--- src/rtl/alu_mc.sv ---
// Multi-cycle ALU: ADD/SUB/logic ops finish the cycle after Start, shifts take one cycle per bit, MUL takes WIDTH cycles.
// Latency 1 cycle for ADD/SUB/AND/OR/XOR; 1+shamt for SLL/SRL; 1+WIDTH for MUL. ALU_MC_MUL_EN enables the MUL datapath.
// Start is ignored while Busy is high. There is no output backpressure: Done is a one-cycle pulse.
module alu_mc #(
    parameter int WIDTH = 32
) (
    input  logic             Clk,
    input  logic             Rst,
    input  logic             Start,
    input  logic [WIDTH-1:0] X,
    input  logic [WIDTH-1:0] Y,
    input  logic [2:0]       Aluc,
    output logic             Busy,
    output logic             Done,
    output logic [WIDTH-1:0] R,
    output logic             Z,
    output logic             C,
    output logic             V,
    output logic             N
);
    localparam int SW = $clog2(WIDTH);
    localparam int CW = SW + 1;

    localparam logic [2:0] OP_ADD = 3'b000;
    localparam logic [2:0] OP_SUB = 3'b001;
    localparam logic [2:0] OP_AND = 3'b010;
    localparam logic [2:0] OP_OR  = 3'b011;
    localparam logic [2:0] OP_XOR = 3'b100;
    localparam logic [2:0] OP_SLL = 3'b101;
    localparam logic [2:0] OP_SRL = 3'b110;
    localparam logic [2:0] OP_MUL = 3'b111;

    typedef enum logic [1:0] {IDLE = 2'd0, EXEC = 2'd1, DONE = 2'd2} state_t;

    state_t           state;
    logic [2:0]       op;
    logic [WIDTH-1:0] sreg;
    logic [CW-1:0]    cnt;
    logic             accept;
    logic             fin;
    logic [WIDTH-1:0] fin_r;
    logic             fin_c;
    logic             fin_v;
    logic [SW-1:0]    shamt;
    logic [WIDTH:0]   sum_add;
    logic [WIDTH:0]   sum_sub;
`ifdef ALU_MC_MUL_EN
    logic [WIDTH-1:0] acc;
    logic [WIDTH-1:0] mplier;
    logic [WIDTH-1:0] acc_nxt;

    assign acc_nxt = mplier[0] ? acc + sreg : acc;
`endif

    assign shamt   = Y[SW-1:0];
    assign accept  = Start && (state != EXEC);
    assign sum_add = {1'b0, X} + {1'b0, Y};
    assign sum_sub = {1'b0, X} + {1'b0, ~Y} + {{WIDTH{1'b0}}, 1'b1};

    // fin marks the edge at which R and the flags are committed.
    always_comb begin
        fin   = 1'b0;
        fin_r = '0;
        fin_c = 1'b0;
        fin_v = 1'b0;
        if (state == EXEC) begin
            fin = (cnt == CW'(1));
            case (op)
                OP_SLL: begin
                    fin_r = sreg << 1;
                    fin_c = sreg[WIDTH-1];
                end
                OP_SRL: begin
                    fin_r = sreg >> 1;
                    fin_c = sreg[0];
                end
`ifdef ALU_MC_MUL_EN
                OP_MUL: fin_r = acc_nxt;
`endif
                default: fin_r = '0;
            endcase
        end else if (accept) begin
            case (Aluc)
                OP_ADD: begin
                    fin   = 1'b1;
                    fin_r = sum_add[WIDTH-1:0];
                    fin_c = sum_add[WIDTH];
                    fin_v = (X[WIDTH-1] == Y[WIDTH-1]) && (sum_add[WIDTH-1] != X[WIDTH-1]);
                end
                OP_SUB: begin
                    fin   = 1'b1;
                    fin_r = sum_sub[WIDTH-1:0];
                    fin_c = sum_sub[WIDTH];
                    fin_v = (X[WIDTH-1] != Y[WIDTH-1]) && (sum_sub[WIDTH-1] != X[WIDTH-1]);
                end
                OP_AND: begin
                    fin   = 1'b1;
                    fin_r = X & Y;
                end
                OP_OR: begin
                    fin   = 1'b1;
                    fin_r = X | Y;
                end
                OP_XOR: begin
                    fin   = 1'b1;
                    fin_r = X ^ Y;
                end
                OP_SLL, OP_SRL: begin
                    fin   = (shamt == '0);
                    fin_r = X;
                end
`ifdef ALU_MC_MUL_EN
                default: fin = 1'b0;
`else
                default: fin = 1'b1;
`endif
            endcase
        end
    end

    always_ff @(posedge Clk) begin
        if (Rst) begin
            state <= IDLE;
            Busy  <= 1'b0;
            Done  <= 1'b0;
            R     <= '0;
            Z     <= 1'b1;
            C     <= 1'b0;
            V     <= 1'b0;
            N     <= 1'b0;
            op    <= OP_ADD;
            sreg  <= '0;
            cnt   <= '0;
`ifdef ALU_MC_MUL_EN
            acc    <= '0;
            mplier <= '0;
`endif
        end else begin
            Done <= fin;
            Busy <= !fin && ((state == EXEC) || accept);
            if (fin) begin
                R <= fin_r;
                Z <= (fin_r == '0);
                C <= fin_c;
                V <= fin_v;
                N <= fin_r[WIDTH-1];
            end
            case (state)
                EXEC: begin
                    if (fin) state <= DONE;
                    cnt <= cnt - CW'(1);
                    // MUL also walks its multiplicand left through sreg.
                    if (op == OP_SRL) sreg <= sreg >> 1;
                    else              sreg <= sreg << 1;
`ifdef ALU_MC_MUL_EN
                    acc    <= acc_nxt;
                    mplier <= mplier >> 1;
`endif
                end
                default: begin
                    if (accept) begin
                        state <= fin ? DONE : EXEC;
                        op    <= Aluc;
                        sreg  <= X;
                        cnt   <= (Aluc == OP_MUL) ? CW'(WIDTH) : {1'b0, shamt};
`ifdef ALU_MC_MUL_EN
                        acc    <= '0;
                        mplier <= Y;
`endif
                    end else begin
                        state <= IDLE;
                    end
                end
            endcase
        end
    end
endmodule

--- config.mk ---
export PLATFORM = sky130hd
export DESIGN_NAME = alu_mc
export DESIGN_NICKNAME = d
export VERILOG_FILES = /design/src/rtl/alu_mc.sv
export SDC_FILE = /design/constraint.sdc
export NUM_CORES = 1
export LEC_CHECK = 0
export CORE_ASPECT_RATIO = 0.8
export CORE_MARGIN = 5
export CORE_UTILIZATION = 45
export DETAILED_ROUTE_END_ITERATION = 10
export PLACE_DENSITY = 0.79
export SLEW_MARGIN = 20
export SYNTH_ARGS = -nofsm -noshare
export SYNTH_HDL_FRONTEND = slang
export SYNTH_SLANG_ARGS = --single-unit
--- constraint.sdc ---
create_clock -name Clk -period 3.2 [get_ports Clk]
set_clock_uncertainty 0.15 [all_clocks]
set_input_delay 0.48 -clock Clk [delete_from_list [all_inputs] [get_ports Clk]]
set_output_delay 0.48 -clock Clk [all_outputs]
set_load 0.02 [all_outputs]
# Word level (Yosys, flattened, before mapping)
# Cells that the tools add are included.
[totals]
ff_bits = 81
output_inout_bits = 38
in_bits = 70
wordCells = 73
[op_classes]
add_sub_neg = 4
n_eq_ne = 17
n_reduce_logical = 12
mux = 24
n_bitwise = 5
[op_table]
columns = ["cell", "count"]
rows = [
  ["$pmux W32 S6", 1],
  ["$mux W32", 5],
  ["$add A32 B32 Y33", 2],
  ["$pmux W32 S2", 1],
  ["$add A33 B1 Y33 const B", 1],
  ["$and A32 B32 Y32", 1],
  ["$logic_not A32 Y1", 1],
  ["$not A32 Y32", 1],
  ["$or A32 B32 Y32", 1],
  ["$xor A32 B32 Y32", 1],
  ["$eq A3 B3 Y1 const B", 6],
  ["$mux W6", 3],
  ["$mux W2", 4],
  ["$mux W1", 7],
  ["$eq A3 B2 Y1 const B", 2],
  ["$eq A6 B1 Y1 const B", 1],
  ["$pmux W1 S2", 3],
  ["$sub A6 B1 Y6 const B", 1],
  ["$logic_not A5 Y1", 1],
  ["$logic_and A1 B1 Y1", 4],
  ["$eq A3 B1 Y1 const B", 1],
  ["$logic_not A3 Y1", 1],
  ["$ne A1 B1 Y1", 3],
  ["$eq A2 B1 Y1 const B", 1],
  ["other kinds (9)", 9],
]

# Logic depth before layout (Yosys ltp)
[logic_depth]
word_depth = 8
ltp_mapped = 15

# Least setup slack after synthesis
# Ideal clock, no wire load.
[synth_timing]
path_type = "input to register"
start = "in X[0]"
end = "reg Z"
setup_slack_ns = -0.162
arrival_ns = 3.143
setup_ns = 0.069
path_stages = 14
t_required_ns = 2.981
cell_sequence = "ha_1 -> inv_1 -> fa_1 -> nor2b_1 -> o2111ai_2 -> a21oi_4 -> nor2_2 -> o41a_1 -> a221o_1 -> nand2_1 -> nand4_1 -> nor4_1 -> nand4_1 -> o21ai_1"
[synth_via]
elab_chain_len = 6
[synth_rtl]
columns = ["item", "line_no", "rtl"]
rows = [
  ["from (decl)", "10", "input logic [WIDTH-1:0] X,"],
  ["$add A32 B32 Y33", "58", "assign sum_sub = {1'b0, X} + {1'b0, ~Y} + {{WIDTH{1'b0}}, 1'b1};"],
  ["$add A33 B1 Y33", "58", ""],
  ["$pmux W32 S6 *", "83", "case (Aluc)"],
  ["$mux W32 *", "82", "end else if (accept) begin"],
  ["$mux W32 *", "66", "if (state == EXEC) begin"],
  ["$logic_not A32 Y1 *", "143", "Z <= (fin_r == '0);"],
  ["to (signal assigned)", "143", ""],
  ["to (decl)", "16", "output logic Z,"],
]
# Every way passes the cells marked *; elsewhere a longest branch is shown, timed or not.
# A chain may end at the register's enable or synchronous reset.

# Worst setup path after layout
[layout_timing]
start = "in Y[1]"
end = "reg Z"
[layout_via]
elab_chain_len = 7
[layout_rtl]
columns = ["item", "line_no", "rtl"]
rows = [
  ["from (decl)", "11", "input logic [WIDTH-1:0] Y,"],
  ["$not A32 Y32", "58", ""],
  ["$add A32 B32 Y33", "58", ""],
  ["$add A33 B1 Y33", "58", ""],
  ["$pmux W32 S6", "83", ""],
  ["$mux W32", "82", ""],
  ["$mux W32", "66", ""],
  ["$logic_not A32 Y1", "143", ""],
]
# Several ways; a longest one is shown, not always the timed one.

==> results.toml <==
[synthesis]
ys.flop_type = "dfxtp_1"
yosysTopAreaCell = "dfxtp_1"
ys_seq_area_share_pct = 15.09
synth_cell_types = 86
synth_top_area_share_pct = 15.09
syn_avg_cell_area_um2 = 7.001
synthSimpleGateAreaFrac_pct = 23.95
synth_area_leaders = "dfxtp_1, ha_1, a21oi_1, nand2_1, a211oi_1"
yosysWarnings = 0
synth_area_um2 = 10610
synth-seq-cells = 80
synthCells = 1516
synthMuxAreaShare_pct = 1.992
synth_top_family_by_area = "compound AO/OA/AOI/OAI gates"
yosys.area_share.adder_pct = 12.99
synth_xor_xnor_area_share_pct = 1.403
synth_edf_count = 0
async_flop_share_pct = 0
synth_fp_nets = 1695
synth-compound-area-share_pct = 35.19

[clock_network]
holdBufCountCts = 0
cts_made_buffers = 9
cts_tree = "done"
clkTransAtPathRegs_ns = 0.06
cts.path.max_buffers = 2
cts_max_level = 3
clock-sinks = 80
clkLatencyLatePin_ns = 0.34
cts-root-buf = "clkbuf_16"

[critical_path]
crit_top_cell = "buf_4"
critical_path.max_stage_delay_ns = 0.35
cp_top_family = "simple AND/OR/NAND/NOR gates"
reg2reg_from = "cnt[3]$_SDFFE_PP0P_"
crit_chain = "buf_4, clkinvlp_4, buf_4, fa_2, nor2b_4, o2111ai_4, buf_6, a31oi_4, mux2i_1, nand4b_1, nor4_2, and4_4, nand4b_1, nor4_2, buf_4, nand4_1, o21ai_1"
slowest_stage = "nor4_2"
cp.arrival_ns = 3.63
setup.worst_path.class = "in -> reg"
critPathBufInv = 5
end_kind = "flop"
crit_fanout = 3
cp-startpoint = "Y[1]"
required_ns = 3.33
start_kind = "input port"

[detailed_routing]
viasPerCell = 6.298
drtIter0Drc = 2118
drt_pre_antenna_iters = 6
drc_errors = 0
ant_nets = 0
wl_per_cell_um = 22.37
via_count = 14927
routed_wl_um = 53020

[sta]
hold_slack_ns = 0.3249
clock.fmax_mhz = 285.6
worst_pin_slew_ns = 0.7490
rsz0062_at_grt = "yes"
min_period_ns = 3.502
drv_slew = 0
max_slew_margin_pct = 49.68
period_share_pct = 109.4
setup_viol = 9
finalWorstSetupSlack_ns = -0.3016
hold_violations = 0

[power]
peakVddDrop_mv = 0.2480
power.leakage_nw = 7.395
power_density_nw_per_um2 = 307.5

[global_routing]
grt_use_met3_pct = 9.579
use_met2_pct = 53.47
grt-busiest-layer = "met1"
grt_max_degree = 63
overflow = 0
use_met1_pct = 53.85
grt_pass1_wl_um = 79410
first_global_vias = 13864
antenna_found_initial = 0
grt_use_total_pct = 36.77

[status]
outcome = "complete, but fails checks"
violations = "setup timing"

[cells_and_area]
area_growth_syn_to_layout_pct = 62.68
n_fill_cell = 1721
fin_cells = 2370
layout_common_cells = "buf_4, nand2_1, nor2_1"
seqCellArea_um2 = 1602
drive_above_1_share_pct = 41.45
nets = 2232
antenna_cells = 0
multiInputGateArea_um2 = 9395
mostFrequentLayoutCell = "buf_4"

[job]
drv_cap = 0

[die]
ios = 108
core_um2 = 23330
initial_core_util_pct = 45.49
die_w_um = 181.7
die_area_um2 = 26780
row_count = 50
die_h_um = 147.4

[place]
dp_hpwl_um = 39710
place_ws_ns = -1.328
port_buffers = 107
dp_cells = 2291
gp_congestion = 1.065

[min_path]
hold_path_class = "reg -> reg"
hold_path.startpoint = "R[17]$_SDFFE_PP0P_"
==> path summary, 6_finish.rpt <==
kind | to | slack [ns] | cells past startpoint
setup / recovery | Z$_SDFFE_PP1P_ | -0.30 | 17
hold / removal | R[17]$_SDFFE_PP0P_ | 0.32 | 2
setup reg to reg | Z$_SDFFE_PP1P_ | -0.09 | 12
hold reg to reg | R[17]$_SDFFE_PP0P_ | 0.32 | 2
==> worst register-to-register path, cell delays in order (launching register included) <==
cell	delay, ns
dfxtp_1	0.33
nor4_1	0.45
nand3_1	0.23
a21o_1	0.22
a22oi_2	0.26
nand3_1	0.17
nor4_2	0.32
and4_4	0.27
nand4b_1	0.17
nor4_2	0.28
buf_4	0.15
nand4_1	0.08
o21ai_1	0.14
==> cell usage after synthesis (7+ instances only) <==
master	number
mux2i_1	20
nand3_1	40
a311oi_1	37
nor2b_1	52
buf_2	15
a21oi_1	126
a221oi_1	8
clkbuf_1	62
nor3_1	48
a32oi_1	9
nand2b_1	12
o21ai_0	66
ha_1	107
o211ai_1	20
buf_6	10
a211oi_1	71
and3_1	8
nor2_1	137
buf_1	18
a21o_1	15
nor4_1	14
dfxtp_1	80
o21a_1	10
or3_1	9
nand2_1	167
o221ai_1	10
a211o_1	7
xnor2_1	14
a31oi_1	20
nand4_1	15
a22oi_1	13
o21bai_1	14
inv_1	106
o22ai_1	12
o31ai_1	20
==> per-stage QoR <==
step | setup TNS, ns | cell area (µm²) | util [%] | total power [mW]
final | -1.687 | 17270 | 73.99 | 5.310
after global routing | -2.591 | 17270 | 73.99 | 5.502
after CTS | -0.8060 | 16780 | 71.90 | 5.051
after floorplan | -0.1281 | 10640 | - | 2.355
after global placement | -22.08 | 15050 | 64.51 | 3.567
after detailed placement | -24.27 | 15050 | 64.51 | 3.607
==> power breakdown <==
group          switching, mW  total, mW  internal [mW]
Sequential            0.0761       1.16           1.08
Clock                  0.431       1.16          0.733
Combinational           1.59       2.99           1.40
==> cell type report <==
| cell class | count | area share [%] |
|---|---|---|
| Multi-Input combinational cell | 1215 | 54.41 |
| Timing Repair Buffer | 640 | 29.70 |
| Sequential cell | 80 | 9.275 |
| Inverter | 107 | 2.377 |
| Tap cell | 312 | 2.261 |
| Clock buffer | 11 | 1.464 |
| Clock inverter | 5 | 0.5072 |
==> flip-flops by register name, summed over array words and instances (netlist names) <==
name	flops
sreg	32
V	1
Done	1
Z	1
state	2
cnt	6
R	32
op	3
C	1
Busy	1
==> what timing repair did <==
item,CTS,global route
pin swaps,82,51
setup endpoints to repair,26,18
buffers inserted,44,22
resized for setup,350,144
==> metal layers <==
metal  part of all wire (%)  routed length, µm
met1                     42              22170
met2                     41              21790
met3                     14               7579
met4                    2.8               1474
met5                      0                  0
==> kinds of logic (layout without fill, tap and decap cells) <==
| group | Yosys count | count (layout) |
|---|---|---|
| multiplexers | 21 | 21 |
| adder cells (fa/ha/maj) | 109 | 109 |
| AND/OR/NAND/NOR | 534 | 534 |
| XOR/XNOR | 17 | 17 |
| flip-flops | 80 | 80 |
| AO/OA/AOI/OAI | 534 | 534 |
| buffers and inverters | 221 | 763 |
(Power assumes the default switching activity.)
